$ cat config.mk
export PLATFORM = sky130hd
export DESIGN_NAME = apb_aud_pwm_flat
export DESIGN_NICKNAME = d
export VERILOG_FILES = /design/src/rtl/apb_aud_pwm_pkg.sv /design/src/rtl/apb_aud_pwm_if.sv /design/src/rtl/apb_aud_pwm_fifo.sv /design/src/rtl/apb_aud_pwm.sv /design/src/flat_wrapper.sv
export SDC_FILE = /design/constraint.sdc
export NUM_CORES = 1
export LEC_CHECK = 0
export CAP_MARGIN = 20
export CELL_PAD_IN_SITES_DETAIL_PLACEMENT = 0
export CELL_PAD_IN_SITES_GLOBAL_PLACEMENT = 1
export CORE_MARGIN = 3
export CORE_UTILIZATION = 35
export CTS_CLUSTER_DIAMETER = 150
export DETAILED_ROUTE_END_ITERATION = 8
export GPL_TIMING_DRIVEN = 0
export PLACE_DENSITY_LB_ADDON = 0.25
export SKIP_CTS_REPAIR_TIMING = 1
export SYNTH_ARGS = -nofsm -noshare
export SYNTH_HDL_FRONTEND = slang
export SYNTH_SLANG_ARGS = --single-unit
$ cat constraint.sdc
create_clock -name clk_i -period 8.93 [get_ports clk_i]
set_input_delay 1.3395 -clock clk_i [delete_from_list [all_inputs] [get_ports clk_i]]
set_output_delay 1.3395 -clock clk_i [all_outputs]
set_load 0.01 [all_outputs]
$ cat src/rtl/apb_aud_pwm_pkg.sv
// aud_pwm_pkg: register offsets, CTRL/STAT bit indices and the CTRL register layout
// No ports; imported by the audio PWM interface, FIFO and top level.
package aud_pwm_pkg;
    localparam logic [2:0] OFF_CTRL = 3'd0;
    localparam logic [2:0] OFF_DIV  = 3'd1;
    localparam logic [2:0] OFF_DATA = 3'd2;
    localparam logic [2:0] OFF_STAT = 3'd3;
    localparam logic [2:0] OFF_DUTY = 3'd4;
    localparam int CTRL_EN       = 0;
    localparam int CTRL_IRQ_EN   = 1;
    localparam int CTRL_FLUSH    = 2;
    localparam int CTRL_WMARK    = 8;
    localparam int STAT_UNDERRUN = 10;
    localparam logic [7:0] DUTY_RESET = 8'h80;
    typedef struct packed {
        logic [7:0] wmark;
        logic       irq_en;
        logic       en;
    } ctrl_reg_t;
endpackage

$ cat src/rtl/apb_aud_pwm_if.sv
// apb_aud_pwm_if: APB bus bundle for the audio PWM completer
// Signals: paddr, pwdata, pwrite, psel, penable (master -> slave); prdata, pready, pslverr (slave -> master).
interface apb_aud_pwm_if #(
    parameter int AW = 12,
    parameter int DW = 32
);
    logic [AW-1:0] paddr;
    logic [DW-1:0] pwdata;
    logic [DW-1:0] prdata;
    logic          pwrite;
    logic          psel;
    logic          penable;
    logic          pready;
    logic          pslverr;
    modport master (output paddr, pwdata, pwrite, psel, penable, input prdata, pready, pslverr);
    modport slave  (input paddr, pwdata, pwrite, psel, penable, output prdata, pready, pslverr);
endinterface

$ cat src/rtl/apb_aud_pwm_fifo.sv
// aud_pwm_fifo: synchronous 8-bit sample FIFO with push, pop, flush, level, full and empty
// Ports: clk_i, rst_i, push, pop, flush, wdata in; rdata (head sample), level, full, empty out.
// Callers must not push when full nor pop when empty; flush overrides push and pop.
module aud_pwm_fifo #(
    parameter int DEPTH = 16
) (
    input  logic                     clk_i,
    input  logic                     rst_i,
    input  logic                     push,
    input  logic                     pop,
    input  logic                     flush,
    input  logic [7:0]               wdata,
    output logic [7:0]               rdata,
    output logic [$clog2(DEPTH):0]   level,
    output logic                     full,
    output logic                     empty
);
    localparam int AW = $clog2(DEPTH);
    logic [7:0]  mem [DEPTH];
    logic [AW:0] wptr, rptr;
    // Pointers carry one extra wrap bit so a full FIFO differs from an empty one.
    assign level = wptr - rptr;
    assign full  = level == (AW+1)'(DEPTH);
    assign empty = level == '0;
    assign rdata = mem[rptr[AW-1:0]];
    always_ff @(posedge clk_i) begin
        if (rst_i) begin
            wptr <= '0;
            rptr <= '0;
        end else if (flush) begin
            rptr <= wptr;
        end else begin
            wptr <= push ? wptr + 1'b1 : wptr;
            rptr <= pop ? rptr + 1'b1 : rptr;
        end
    end
    always_ff @(posedge clk_i)
        if (push && !flush) mem[wptr[AW-1:0]] <= wdata;
endmodule

$ cat src/rtl/apb_aud_pwm.sv
// apb_aud_pwm: APB completer buffering 8-bit audio samples and playing them as PWM, one sample per frame
// Ports: clk_i, rst_i (sync, active-high); bus (APB slave modport); pwm_o (PWM audio); irq_o (FIFO watermark irq).
module apb_aud_pwm
    import aud_pwm_pkg::*;
#(
    parameter int APB_ADDR_WIDTH = 12,
    parameter int APB_DATA_WIDTH = 32,
    parameter int FIFO_DEPTH     = 16
) (
    input  logic            clk_i,
    input  logic            rst_i,
    apb_aud_pwm_if.slave    bus,
    output logic            pwm_o,
    output logic            irq_o
);
    localparam int LW = $clog2(FIFO_DEPTH) + 1;
    ctrl_reg_t   ctrl, ctrl_n;
    logic [15:0] div, div_n, pre, pre_n;
    logic [7:0]  duty, duty_n, cnt, cnt_n, fifo_rdata, level8;
    logic [LW-1:0] level;
    logic [2:0]  off;
    logic [31:0] rd;
    logic xfer, wr, push, pop, flush, clr, run, tick, frame_end, full, empty, underrun, underrun_n;
    logic unused;
    assign unused = ^{bus.paddr[APB_ADDR_WIDTH-1:5], bus.paddr[1:0], bus.pwdata[APB_DATA_WIDTH-1:16]};
    assign xfer   = bus.psel & bus.penable;
    assign wr     = xfer & bus.pwrite;
    assign off    = bus.paddr[4:2];
    assign level8 = 8'(level);
    assign push   = wr & (off == OFF_DATA) & ~full;
    assign flush  = wr & (off == OFF_CTRL) & bus.pwdata[CTRL_FLUSH];
    assign clr    = wr & (off == OFF_STAT) & bus.pwdata[STAT_UNDERRUN];
    assign ctrl_n = (wr && off == OFF_CTRL)
                  ? ctrl_reg_t'({bus.pwdata[CTRL_WMARK+:8], bus.pwdata[CTRL_IRQ_EN], bus.pwdata[CTRL_EN]})
                  : ctrl;
    assign div_n  = (wr && off == OFF_DIV) ? bus.pwdata[15:0] : div;
    // Counting needs EN both before and after the edge, so clearing EN zeroes the counters immediately.
    assign run       = ctrl.en & ctrl_n.en;
    assign tick      = run & (pre == div);
    assign frame_end = tick & (cnt == 8'hff);
    assign pop       = frame_end & ~empty & ~flush;
    assign pre_n     = (run && !tick) ? pre + 16'd1 : '0;
    assign cnt_n     = run ? cnt + {7'b0, tick} : '0;
    assign duty_n    = pop ? fifo_rdata : duty;
    assign underrun_n = (frame_end & empty) | (underrun & ~clr);
    assign rd = off == OFF_CTRL ? {16'b0, ctrl.wmark, 5'b0, 1'b0, ctrl.irq_en, ctrl.en}
              : off == OFF_DIV  ? {16'b0, div}
              : off == OFF_STAT ? {21'b0, underrun, full, empty, level8}
              : off == OFF_DUTY ? {24'b0, duty}
              : 32'b0;
    assign bus.prdata  = (xfer && !bus.pwrite) ? APB_DATA_WIDTH'(rd) : '0;
    assign bus.pslverr = xfer & ((off > OFF_DUTY) | (bus.pwrite & (off == OFF_DATA) & full));
    assign bus.pready  = 1'b1;
    aud_pwm_fifo #(.DEPTH(FIFO_DEPTH)) u_fifo (
        .clk_i (clk_i),
        .rst_i (rst_i),
        .push  (push),
        .pop   (pop),
        .flush (flush),
        .wdata (bus.pwdata[7:0]),
        .rdata (fifo_rdata),
        .level (level),
        .full  (full),
        .empty (empty)
    );
    always_ff @(posedge clk_i) begin
        if (rst_i) begin
            ctrl     <= '0;
            div      <= '0;
            duty     <= DUTY_RESET;
            pre      <= '0;
            cnt      <= '0;
            underrun <= 1'b0;
            pwm_o    <= 1'b0;
            irq_o    <= 1'b0;
        end else begin
            ctrl     <= ctrl_n;
            div      <= div_n;
            duty     <= duty_n;
            pre      <= pre_n;
            cnt      <= cnt_n;
            underrun <= underrun_n;
            pwm_o    <= ctrl_n.en & (cnt_n < duty_n);
            irq_o    <= ctrl.irq_en & ctrl.en & (level8 <= ctrl.wmark);
        end
    end
endmodule

$ cat src/flat_wrapper.sv
// flat-port wrapper written by rule: the top's interface ports become plain ports
module apb_aud_pwm_flat import aud_pwm_pkg::*;
#(
    parameter int APB_ADDR_WIDTH = 12,
    parameter int APB_DATA_WIDTH = 32,
    parameter int FIFO_DEPTH     = 16
)
  (clk_i, rst_i, pwm_o, irq_o, bus_paddr, bus_pwdata, bus_pwrite, bus_psel, bus_penable, bus_prdata, bus_pready, bus_pslverr);
  apb_aud_pwm_if #(.AW(12), .DW(32)) bus_i ();
  input  logic clk_i;
  input  logic rst_i;
  output logic pwm_o;
  output logic irq_o;
  input wire logic [$bits(bus_i.paddr)-1:0] bus_paddr;
  input wire logic [$bits(bus_i.pwdata)-1:0] bus_pwdata;
  input wire logic [$bits(bus_i.pwrite)-1:0] bus_pwrite;
  input wire logic [$bits(bus_i.psel)-1:0] bus_psel;
  input wire logic [$bits(bus_i.penable)-1:0] bus_penable;
  output wire logic [$bits(bus_i.prdata)-1:0] bus_prdata;
  output wire logic [$bits(bus_i.pready)-1:0] bus_pready;
  output wire logic [$bits(bus_i.pslverr)-1:0] bus_pslverr;
  assign bus_i.paddr = bus_paddr;
  assign bus_i.pwdata = bus_pwdata;
  assign bus_i.pwrite = bus_pwrite;
  assign bus_i.psel = bus_psel;
  assign bus_i.penable = bus_penable;
  assign bus_prdata = bus_i.prdata;
  assign bus_pready = bus_i.pready;
  assign bus_pslverr = bus_i.pslverr;
  apb_aud_pwm #(.APB_ADDR_WIDTH(APB_ADDR_WIDTH), .APB_DATA_WIDTH(APB_DATA_WIDTH), .FIFO_DEPTH(FIFO_DEPTH)) u_core (.clk_i(clk_i), .rst_i(rst_i), .bus(bus_i), .pwm_o(pwm_o), .irq_o(irq_o));
endmodule
---- After elaboration in Yosys (flattened, before gate mapping) ----
Memories as Yosys holds them, arrays and structs flattened. A register that Yosys moved wholly into a read port is not among the register bits.
Index checks and enable logic that the tools add are counted.
storage, ports and cells
  word-level logic and storage cells ...... 83
  bits in latches ......................... 0
  input port bits ......................... 49
  register bits after elaboration ......... 71
  output and inout port bits .............. 36
  memories ................................ 1
  memory bits (writable) .................. 128
  memory bits (read-only) ................. 0
memory list
  memory             depth  width  read ports  clocked after memory_dff  write ports  line                    source
  u_core.u_fifo.mem  16     8      1           1                         1            apb_aud_pwm_fifo.sv:19  logic [7:0] mem [DEPTH];
cells by class
  $mul .................................... 0
  shift-type cells ........................ 0
  $add $sub $neg .......................... 5
  magnitude comparators ................... 3
  reduce and logical (&&, ||, !) cells .... 13
  equality and inequality tests ........... 7
  bitwise logic cells ..................... 28
  mux-type cells .......................... 14
  divide/modulo/power cells ............... 0
operators by type and width
  operator                                               number
  two-way mux 32 bit                                     4
  two-way mux 8 bit                                      3
  bitwise AND 1 bit                                      21
  adder 16 x 1 -> 16 bit (second input constant)         1
  equality test 16 bit                                   1
  adder 5 x 1 -> 5 bit (second input constant)           2
  two-way mux 5 bit                                      2
  adder 8 x 1 -> 8 bit                                   1
  equality test 8 bit (second input constant)            1
  <= comparator 5 x 8 -> 1 bit                           1
  < comparator 8 bit                                     1
  two-way mux 4 bit                                      2
  equality test 3 x 2 -> 1 bit (second input constant)   2
  equality test 5 bit (second input constant)            1
  logical AND 1 bit                                      5
  zero test 5 bit                                        1
  inverter 1 bit                                         5
  subtractor 5 bit                                       1
  equality test 3 x 1 -> 1 bit (second input constant)   1
  equality test 3 bit (second input constant)            1
  greater-than comparator 3 bit (second input constant)  1
  zero test 1 bit                                        3
  zero test 3 bit                                        1
  two-way mux 1 bit                                      3
  4 further kinds                                        5

---- Logic depth before layout (Yosys ltp) ----
  depth in word-level cells ............... 13
  depth in mapped cells ................... 17
  gate-level depth less buffers ........... 15

---- Modules after synthesis ----
Synthesis repeated with hierarchy kept, for this count alone.
second synthesis, totals
  cell total of the unflattened synthesis .. 743
  area total of the unflattened synthesis .. 9233.9 um^2
by module, submodules not included
  module        cells each  instances  sequential area each (um^2)  area an instance (um^2)
  aud_pwm_fifo  306         1          4124.0                       5761.8
  apb_aud_pwm   437         1          1221.2                       3472.1

---- Worst setup path after synthesis ----
No wires, ideal clock.
  path kind ............................... input to register
  start ................................... input port bus_paddr[4]
  end ..................................... register u_core.pwm_o
  stages .................................. 16
  arrival ................................. 4.261 ns
  library setup time ...................... 0.075 ns
  setup slack ............................. 4.594 ns
  path through ............................ buf_4 or3_4 nand2b_1 clkbuf_1 o21a_1 and2_2 ha_1 ha_1 nand3_1 xor2_1 nor2_1 ha_1 a41oi_1 nand3_1 a211o_1 o22ai_1
between the ends
  elaborated cells between the ends (all ways) .. 16
  classes of those cells .................. add/sub: 1; order compare: 1; mux: 3; bitwise: 9; reduce/logical: 2
RTL lines
  element                 line                source
  from (decl)             flat_wrapper.sv:14  input wire logic [$bits(bus_i.paddr)-1:0] bus_paddr;
  zero test 3 bit (*)     apb_aud_pwm.sv:33   assign ctrl_n = (wr && off == OFF_CTRL)
  logical AND 1 bit (*)   apb_aud_pwm.sv:33
  two-way mux 1 bit (*)   apb_aud_pwm.sv:34   ? ctrl_reg_t'({bus.pwdata[CTRL_WMARK+:8], bus.pwdata[CTRL_IRQ_EN], bus.pwdata[CTRL_EN]})
  bitwise AND 1 bit (*)   apb_aud_pwm.sv:38   assign run = ctrl.en & ctrl_n.en;
  bitwise AND 1 bit       apb_aud_pwm.sv:39   assign tick = run & (pre == div);
  adder 8 x 1 -> 8 bit    apb_aud_pwm.sv:43   assign cnt_n = run ? cnt + {7'b0, tick} : '0;
  two-way mux 8 bit (*)   apb_aud_pwm.sv:43
  net u_core.cnt_n[6]     apb_aud_pwm.sv:19   logic [7:0] duty, duty_n, cnt, cnt_n, fifo_rdata, level8;
  < comparator 8 bit (*)  apb_aud_pwm.sv:83   pwm_o <= ctrl_n.en & (cnt_n < duty_n);
  bitwise AND 1 bit (*)   apb_aud_pwm.sv:83
  to (signal assigned)    apb_aud_pwm.sv:83
  to (decl)               apb_aud_pwm.sv:13   output logic pwm_o,
Mark *: on every way through the listed nets, which the timed path passes. The rest lies on a longest branch.
A chain may end at the register's enable or synchronous reset.

---- Worst setup path after layout ----
  start ................................... register u_core.u_fifo.wptr[0]
  end ..................................... output port bus_pslverr
between the ends
  word-level cells in the longest chain between the ends .. 5
ends and longest elaborated chain
  element                 line                    source
  from (decl)             apb_aud_pwm_fifo.sv:20  logic [AW:0] wptr, rptr;
  from (signal assigned)  apb_aud_pwm_fifo.sv:33  wptr <= push ? wptr + 1'b1 : wptr;
  subtractor 5 bit        apb_aud_pwm_fifo.sv:22  assign level = wptr - rptr;
  equality test 5 bit     apb_aud_pwm_fifo.sv:23  assign full = level == (AW+1)'(DEPTH);
  bitwise AND 1 bit       apb_aud_pwm.sv:52       assign bus.pslverr = xfer & ((off > OFF_DUTY) | (bus.pwrite & (off == OFF_DATA) & full));
  bitwise OR 1 bit        apb_aud_pwm.sv:52
  bitwise AND 1 bit       apb_aud_pwm.sv:52
  to (decl)               flat_wrapper.sv:21      output wire logic [$bits(bus_i.pslverr)-1:0] bus_pslverr;
No other way between the ends.

==> key figures <==
Route
  – Residual DRC: 0
  – Via count: approximately 6000
  – Initial DRC count: around 430
  – DRT antenna net count: 0
  – Wire per inst: 19.71 um
  – Avg Vias per Cell: just over 5
  – Post-Route WL: about 23 mm
  – Detailed Routing Iterations Pass 1: 4

Power
  – Seq pwr share: 50.6%
  – Internal: roughly 1600 uW
  – Leak pwr: around 0.0036 uW
  – Pwr dens: between 150 and 200 mW/mm^2
  – Clock Power Share: between 40% and 50%
  – Net switching power: ~420 uW
  – Worst VDD drop: about 0.15 mV
  – Sw Share: between 20% and 30%
  – Gate power share: under 10%

Setup path
  – Critical Path End Type: primary output
  – Most used cell, CP: inv_1
  – Worst-path fanout max: 6
  – Slowest cell on the critical path: a211oi_1
  – Critical path class: reg2out
  – Startpoint Class: register
  – Critical path, cell by cell: inv_1 > ha_1 > inv_1 > fa_1 > nand3b_1 > a211oi_1 > o211ai_2 > o21ai_0 > o2111a_1 > clkdlybuf4s50_1
  – Worst Path Required: between 7000 and 8000 ps
  – Max stage delay on crit path: 600 ps
  – Arr. time, crit path: 4050 ps

STA
  – Final hold viol count: 0
  – Crit path time final: ~5400 ps
  – Fin crit share: 60.32%
  – Setup TNS: 0 ps
  – Slew at the pin closest to its max-slew limit: 931.3 ps
  – Final setup viols: 0
  – RSZ-0062 raised after global routing: no
  – Clk_skew: slightly below 9 ps
  – Fmax: between 0.15 and 0.2 GHz
  – Max-slew headroom: roughly 38%
  – Fin. max-slew vios: 0

Global route
  – Gr ovfl total: 0
  – Initial antenna violation count: 0
  – Largest net degree at the start of global routing: 21
  – Tot GR Track Use: about 16%
  – First-pass GRT wire length: around 35 mm
  – Vias in the first global route: roughly 5900

Logic synthesis
  – Synth Warn #: 0
  – Top_reg_cell synth: edfxtp_1
  – Mapped Area: 0.009150 mm^2
  – Syn_area_per_cell: 12.69 um^2
  – Post-synthesis sequential area ratio: roughly three fifths
  – Yosys top cell area share: 42.01%
  – Netlist cell types: 58
  – Ys async rst share: 0%
  – Post-synth top area cell: edfxtp_1
  – Mapped Cells: roughly 700
  – Synth area leaders: edfxtp_1 42%, dfxtp_1 16%, mux4_2 9.6%
  – Post-synth EDFFs: 128
  – Synthesized flop and latch total: about 200

Die
  – DIE AREA: 0.02812 mm^2
  – Die Y: approximately 170 um
  – # IOs: between 80 and 90
  – Initial core utilization: 35.92%
  – Die X: 167.7 um
  – Row Count: 58
  – Core Region: 0.02547 mm^2

CTS
  – Num CTS Buffers: 23
  – Clock Sinks: roughly 200
  – Worst-skew pair later-pin latency: 520 ps
  – TritonCTS clock tree: built
  – CTS H-tree depth: 1
  – CTS Root Cell: clkbuf_16
  – Clock buffer depth: 3
  – Register clock-pin slew on the reported worst setup and hold paths: around 60 ps

Placement
  – DP HPWL: ~17 mm
  – Placed Area: 0.01005 mm^2
  – Routability congestion estimate: approximately 0.83
  – # port buffers: 40

Finish
  – Area Growth Syn to Fin: 17.69%
  – Layout cells sized above 1: ~14%
  – Fin nets: 879
  – Design area: roughly 0.011 mm^2
  – Diodes inserted: 0

Run
  – Max-Cap Viols: 0

Status
  – Status: complete, no violations

Min path
  – Worst min path class: reg2reg
## kinds of logic after synthesis
| logic type | after synthesis | synth area share (%) |
|---|---|---|
| other | 2 | 0.08208 |
| and+or+nand+nor | 237 | 12.33 |
| AOI/OAI and AO/OA | 82 | 5.839 |
| buffers and inverters | 69 | 3.747 |
| muxes | 59 | 11.79 |
| adders and majority gates | 25 | 3.501 |
| DFF | 203 | 58.42 |
| xor gates and xnor gates | 44 | 4.294 |
## final cells by class
class	count	area, um^2
clock buffers	27	590.6
repair buffers	44	427.9
multi-input cells	464	3518
plain buffers	51	275.3
inverters	18	67.56
flip-flops and latches	203	5345
fillers	2382	14700
clock inverters	15	131.4
well taps	330	412.9
## layer usage
metal	track usage (%)	vias to the layer above	routed length (um)
met2	26.56	140	10920
met4	4.020	0	496
met1	22.08	2892	10210
met5	0	-	0
li1	-	2782	-
met3	2.715	30	1089
## cells in the final DEF, fill, tap and decap left out, types with 3 or more instances in the layout
master / n
edfxtp_1: 128
nor2_1: 78
dfxtp_1: 75
nand2_1: 69
a21oi_1: 44
clkdlybuf4s50_1: 40
mux4_2: 39
xnor2_1: 29
clkbuf_1: 26
ha_1: 24
clkbuf_16: 23
buf_4: 22
mux2i_1: 20
nor3_1: 20
inv_1: 18
nand3_1: 17
conb_1: 17
xor2_1: 14
and3_1: 11
nand2b_1: 9
nand4_1: 9
a211oi_1: 8
clkinv_1: 7
buf_2: 5
buf_1: 5
clkinv_2: 5
o21a_1: 4
o21ai_0: 4
nand3b_1: 3
nor2b_1: 3
a22oi_1: 3
a311oi_1: 3
## critical path, delay by kind of cell (launching register included)
| kind | cells | cell delay [ps] |
|---|---|---|
| compound gates | 4 | 1420 |
| fa+ha+maj | 2 | 720 |
| buf+inv | 3 | 750 |
| flops | 1 | 440 |
| simple gates | 1 | 200 |
## stage by stage
stage	hold WS (ps)	worst slack, ps	util (%)	cells	power [uW]
after floorplan	421.1	4594	-	736	1057
after global placement	462.0	3677	39.34	1106	1091
after detailed placement	468.6	3619	39.44	1110	1093
after CTS	477.9	3478	42.28	1152	2000
after global routing	499.8	3303	42.28	1152	2043
final	476.3	3543	42.28	1152	1975
## flip-flops by register name, indices dropped and copies added, names as in the netlist, named ones only
name / flops
u_core.u_fifo.mem: 128
u_core.div: 16
u_core.pre: 16
u_core.ctrl: 10
u_core.cnt: 8
u_core.duty: 8
u_core.u_fifo.rptr: 5
u_core.u_fifo.wptr: 5
u_core.irq_o: 1
u_core.pwm_o: 1
u_core.underrun: 1
## power groups by stage
stage               clock network (uW)  registers [uW]  logic [uW]
CTS                                926             999        74.5
finish                             902             999        74.0
detailed placement                   0            1020        74.2
floorplan                            0            1020        38.9
global route                       965             998        80.0
global placement                     0            1020        72.2
## cell usage after synthesis (5+ instances only)
library cell and n:
xor2_1 14, nor2_1 78, nand3_1 17, and3_1 11
inv_1 18, mux4_2 39, nand4_1 9, xnor2_1 29
ha_1 24, buf_4 19, nor3_1 20, nand2b_1 9
a211oi_1 8, a21oi_1 44, dfxtp_1 75, edfxtp_1 128
mux2i_1 20, buf_1 5, nand2_1 69, clkbuf_1 22
## path summary, 6_finish.rpt
kind	start	endpoint	slack, ps	depth (start not counted)
min reg2reg	u_core.ctrl[9]	u_core.ctrl[9]	480	2
max reg2reg	u_core.u_fifo.wptr[0]	u_core.pwm_o	4740	15
max	u_core.u_fifo.wptr[0]	bus_pslverr	3540	10
min	u_core.ctrl[9]	u_core.ctrl[9]	480	2
Power figures use the tool's default switching activity.
